<file path="src/rtl/lc3_mem_pkg.sv">
`default_nettype none
`timescale 1ns/1ps
// ============================================================================
// Module      : lc3_mem_pkg
// Description : Shared types and defaults for the fetch/data memory scheduler.
// Revision    : 1.0 - initial release
// ============================================================================
package lc3_mem_pkg;

    // Scheduler FSM states
    typedef enum logic [1:0] {
        IDLE   = 2'd0,
        ACCESS = 2'd1,
        DONE   = 2'd2
    } state_t;

    // Which requester owns the transfer in flight
    typedef enum logic {
        OWN_F = 1'b0,
        OWN_D = 1'b1
    } owner_t;

    // Default number of memory access cycles per transfer
    localparam int WAIT_CYC_DEFAULT = 2;

endpackage : lc3_mem_pkg
`default_nettype wire

</file>
<file path="src/rtl/mem_sched.sv">
`default_nettype none
`timescale 1ns/1ps
// ============================================================================
// Module      : mem_sched
// Description : Arbitrates instruction-fetch and data requests onto a single
//               shared memory port; one transfer at a time, fixed wait cycles.
// Revision    : 1.0 - initial release
// ============================================================================
module mem_sched
    import lc3_mem_pkg::*;
#(
    parameter int WAIT_CYC = WAIT_CYC_DEFAULT,
    parameter int AW       = 16,
    parameter int DW       = 16
) (
    input  logic          clk,
    input  logic          rst,
    input  logic          f_req,
    input  logic [AW-1:0] f_addr,
    output logic          f_ack,
    output logic [DW-1:0] f_rdata,
    input  logic          d_req,
    input  logic          d_we,
    input  logic [AW-1:0] d_addr,
    input  logic [DW-1:0] d_wdata,
    output logic          d_ack,
    output logic [DW-1:0] d_rdata,
    output logic [AW-1:0] mem_addr,
    output logic [DW-1:0] mem_wdata,
    output logic          mem_rd,
    output logic          mem_we,
    input  logic [DW-1:0] mem_rdata,
    output logic          busy
);

    localparam logic [3:0] C_CNT_LOAD = 4'(WAIT_CYC - 1);

    state_t        r_state;
    state_t        w_state_nxt;
    logic [3:0]    r_cnt;
    logic [AW-1:0] r_addr;
    logic [DW-1:0] r_wdata;
    logic [DW-1:0] r_rdata;
    logic          r_we;
    owner_t        r_owner;
    owner_t        r_last;
    logic          w_any_req;
    logic          w_grant_d;

    // Data wins unless fetch is waiting and data took the previous slot.
    assign w_any_req = f_req | d_req;
    assign w_grant_d = d_req & ~(f_req & (r_last == OWN_D));

    // State register
    always_ff @(posedge clk) begin
        if (rst) begin
            r_state <= IDLE;
        end else begin
            r_state <= w_state_nxt;
        end
    end

    // Next-state logic: IDLE -> ACCESS (WAIT_CYC cycles) -> DONE -> IDLE
    always_comb begin
        w_state_nxt = r_state;
        case (r_state)
            IDLE:    if (w_any_req) w_state_nxt = ACCESS;
            ACCESS:  if (r_cnt == 4'd0) w_state_nxt = DONE;
            DONE:    w_state_nxt = IDLE;
            default: w_state_nxt = IDLE;
        endcase
    end

    // Grant latch, wait counter and read-data capture
    always_ff @(posedge clk) begin
        if (rst) begin
            r_cnt   <= 4'd0;
            r_addr  <= '0;
            r_wdata <= '0;
            r_rdata <= '0;
            r_we    <= 1'b0;
            r_owner <= OWN_F;
            r_last  <= OWN_F;
        end else begin
            case (r_state)
                IDLE: begin
                    if (w_any_req) begin
                        r_cnt <= C_CNT_LOAD;
                        if (w_grant_d) begin
                            r_addr  <= d_addr;
                            r_we    <= d_we;
                            r_wdata <= d_wdata;
                            r_owner <= OWN_D;
                            r_last  <= OWN_D;
                        end else begin
                            r_addr  <= f_addr;
                            r_we    <= 1'b0;
                            r_wdata <= '0;
                            r_owner <= OWN_F;
                            r_last  <= OWN_F;
                        end
                    end
                end
                ACCESS: begin
                    if (r_cnt == 4'd0) begin
                        // Stores leave the read register untouched.
                        if (!r_we) r_rdata <= mem_rdata;
                    end else begin
                        r_cnt <= r_cnt - 4'd1;
                    end
                end
                default: ;
            endcase
        end
    end

    // Memory strobes only during ACCESS; owner's ack only during DONE
    always_comb begin
        mem_addr  = '0;
        mem_wdata = '0;
        mem_rd    = 1'b0;
        mem_we    = 1'b0;
        f_ack     = 1'b0;
        d_ack     = 1'b0;
        case (r_state)
            ACCESS: begin
                mem_addr  = r_addr;
                mem_wdata = r_wdata;
                mem_rd    = ~r_we;
                mem_we    = r_we;
            end
            DONE: begin
                f_ack = (r_owner == OWN_F);
                d_ack = (r_owner == OWN_D);
            end
            default: ;
        endcase
    end

    assign f_rdata = r_rdata;
    assign d_rdata = r_rdata;
    assign busy    = (r_state != IDLE);

endmodule : mem_sched
`default_nettype wire
</file>
<file path="config.mk">
export PLATFORM = sky130hd
export DESIGN_NAME = mem_sched
export DESIGN_NICKNAME = d
export VERILOG_FILES = /design/src/rtl/lc3_mem_pkg.sv /design/src/rtl/mem_sched.sv
export SDC_FILE = /design/constraint.sdc
export NUM_CORES = 1
export LEC_CHECK = 0
export CORE_MARGIN = 2
export CORE_UTILIZATION = 25
export CTS_CLUSTER_SIZE = 14
export DETAILED_ROUTE_END_ITERATION = 6
export SLEW_MARGIN = 10
export SYNTH_ARGS = -nofsm -noshare
export SYNTH_HDL_FRONTEND = slang
export SYNTH_SLANG_ARGS = --single-unit
</file>
<file path="constraint.sdc">
create_clock -name clk -period 2.3 [get_ports clk]
set_clock_uncertainty 0.2 [all_clocks]
set_input_delay 0.23 -clock clk [delete_from_list [all_inputs] [get_ports clk]]
set_output_delay 0.23 -clock clk [all_outputs]
set_load 0.02 [all_outputs]
</file>
==> metrics.yaml <==
period_share_pct: 92.71
p_switching_mw: 0.7167
muxShareOfSynthArea_pct: 6.324
syn_inst: 260
drc: 0
die_area_um2: 10950
p_seq_share_pct: 47.0
worst_pin_slew_ns: 0.6625
crit_required_ns: 1.87
dp.cells: 504
swShare_pct: 30.44
cts_root_buffer: "clkbuf_8"
grt_setup_unrepaired: "no"
postRouteAntennaNets: 0
antenna_found_initial: 0
synth-seq-cells: 56
async_reset_ff_share_pct: 0
ir_worst_vdd_v: 0.0002407
worstSkewPairLatency_ns: 0.30
avgSynthCellArea_um2: 9.740
timing.hold.ws_ns: 0.2650
htree_levels: 2
instances_no_fill: 512
synth_edf_count: 0
cts_buffers: 5
p_leak_nw: 1.782
drt_iter0_drc: 78
ios: 138
yosysSeqAreaShare_pct: 44.27
gr-usage-all-layers_pct: 12.47
synth_warnings: 0
cp_slowest_cell: "clkdlybuf4s50_1"
p_comb_share_pct: 29.0
core_um2: 9819
status: "completed"
grt_pass1_vias: 2234
layout-drive-gt1-share_pct: 6.332
gp_congestion: 0.7154
p_total_mw: 2.354
synthToLayoutAreaGrowth_pct: 57.36
power_density_nw_per_um2: 590.8
cpPeakStageDelay_ns: 0.56
yosys.area.top_type_share_pct: 44.27
cts.clk_slew.worst_paths_ns: 0.10
routed_wl_mm: 7.057
dr.pass1.iters: 4
cp-end-kind: "output pin"
synth_top_flop_cell: "dfxtp_1"
synth.area.top_cells: "dfxtp_1, and2_1, mux2i_1"
max_cap_viol_count: 0
die_w_um: 104.6
pwr-share-clk_pct: 24.0
grt-ovfl-total: 0
port_buffers: 137
fin_util_pct: 40.58
drv_slew: 0
layout_commonest_cell: "clkdlybuf4s50_1"
synth_fa_ha_area_share_pct: 0.4941
crit_chain: "nor2_1 -> inv_1 -> clkdlybuf4s50_1"
grt_first_pass_wirelength_mm: 11.17
fmax_ghz: 0.4690
yosys.area_share.simple_pct: 16.11
regToRegEndpoint: "d_rdata[6]"
min_period_ns: 2.132
wl_per_cell_um: 13.78
yosys.area.top_type: "dfxtp_1"
hpwl_mm: 5.269
regToRegStartpoint: "r_cnt[0]"
rr_worst_depth: 5
fin_setup_tns_ns: 0
arrival_ns: 1.70
synthDistinctLibCells: 38
hold_start: "r_addr[5]"
reg2reg_slack_ns: 0.42
hold_viol_final: 0
internal-power_mw: 1.638
cts_setup_buffers: 0
worstHoldEndpoint: "r_addr[5]"
syn_nets: 330
min_delay_path_depth: 1
synth-compound-area-share_pct: 21.00
final_cell_mix: "clkdlybuf4s50_1, dfxtp_1, and2_1"
syn-cell-area_um2: 2532
clock-sinks: 56
max_slew_margin_pct: 55.83
viasPerCell: 4.480
worstPathMaxFanout: 6
rows: 36
yosys.area_share.xor_xnor_pct: 0
nNetsFinal: 448
grt_start_max_net_pins: 24
fp.dieH_um: 104.6
finalSetupViolCount: 0
initial_core_util_pct: 25.79
cts_tree: "built"
vias: 2294
min_path_type: "register to register"
criticalPathCategory: "register to output pin"
max-clock-path-buffers: 2
synth_top_family_by_area: "compound AO/OA/AOI/OAI gates"
antennaDiodeCount: 0
start_kind: "register"
==> kinds of logic after synthesis <==
kind of cell,count (synthesis)
buf+inv,42
mux,16
flops,56
compound gates,77
fa+ha+maj,1
simple gates,68
==> worst max-delay path: cells and delay by family, from the launching register on <==
family	cells	cell delay, ns
simple gates	1	0.34
buf+inv	2	0.70
flops	1	0.36
==> cells in the mapped netlist, types with 2 or more instances <==
cell,number
buf_6,3
o21ai_1,2
nand2_1,2
dfxtp_1,56
buf_4,20
buf_2,5
o221ai_1,2
o21ai_0,15
nor3b_1,2
nand3_1,17
mux2i_1,16
o2bb2ai_1,16
inv_1,5
a21oi_1,19
clkbuf_1,5
a22o_1,17
and2_1,33
or3b_1,2
or3_1,2
a21boi_1,2
nor2_1,2
==> registers in the layout (all words and copies together), names as in the netlist <==
name and cells:
r_last 1, r_addr 16, r_state 2, r_wdata 16, r_we 1, d_rdata 16, r_cnt 4
==> final cells by class <==
type / count / area [um2]
Clock buffer: 6 / 82.58
Clock inverter: 2 / 15.01
Fill cell: 1028 / 5834
Inverter: 6 / 27.53
Multi-Input combinational cell: 162 / 1124
Sequential cell: 56 / 1121
Tap cell: 133 / 166.4
Timing Repair Buffer: 147 / 1449
==> worst max-delay path by stage <==
stage | startpoint | to
2_1_floorplan | r_cnt[0] | d_rdata[4]
3_3_place_gp | r_state[0] | mem_rd
3_5_place_dp | r_state[0] | mem_wdata[0]
4_1_cts | r_state[0] | mem_addr[13]
5_1_grt | r_state[1] | busy
6_report | r_state[1] | busy
==> power groups by stage <==
stage,combinational (mW),sequential [mW],clock [mW]
2_1_floorplan,0.400,1.14,0
5_1_grt,0.742,1.12,0.632
4_1_cts,0.695,1.11,0.607
6_report,0.682,1.11,0.565
3_3_place_gp,0.697,1.13,0
3_5_place_dp,0.705,1.13,0
==> metrics by stage <==
step           area, um2  setup slack, ns
2_1_floorplan       2532           0.5931
3_3_place_gp        3885           0.2900
3_5_place_dp        3885           0.2678
4_1_cts             3958         0.003677
5_1_grt             3985          0.07634
6_report            3985           0.1676
==> per-layer routing <==
layer / vias to the layer above / wire length (um) / global-route usage [%]
li1: 1146 / - / -
met1: 1050 / 3194 / 15.92
met2: 91 / 3337 / 21.06
met3: 7 / 468 / 3.119
met4: 0 / 57 / 3.143
met5: - / 0 / 0
==> repair_timing <==
item / CTS / global route
hold buffers: 0 / 0
gates resized for setup: 24 / 11
pin swaps: 0 / 0
endpoints found under the setup margin: 22 / 11
cloned: 0 / 0
No activity file was read; power rests on OpenSTA's default activity.
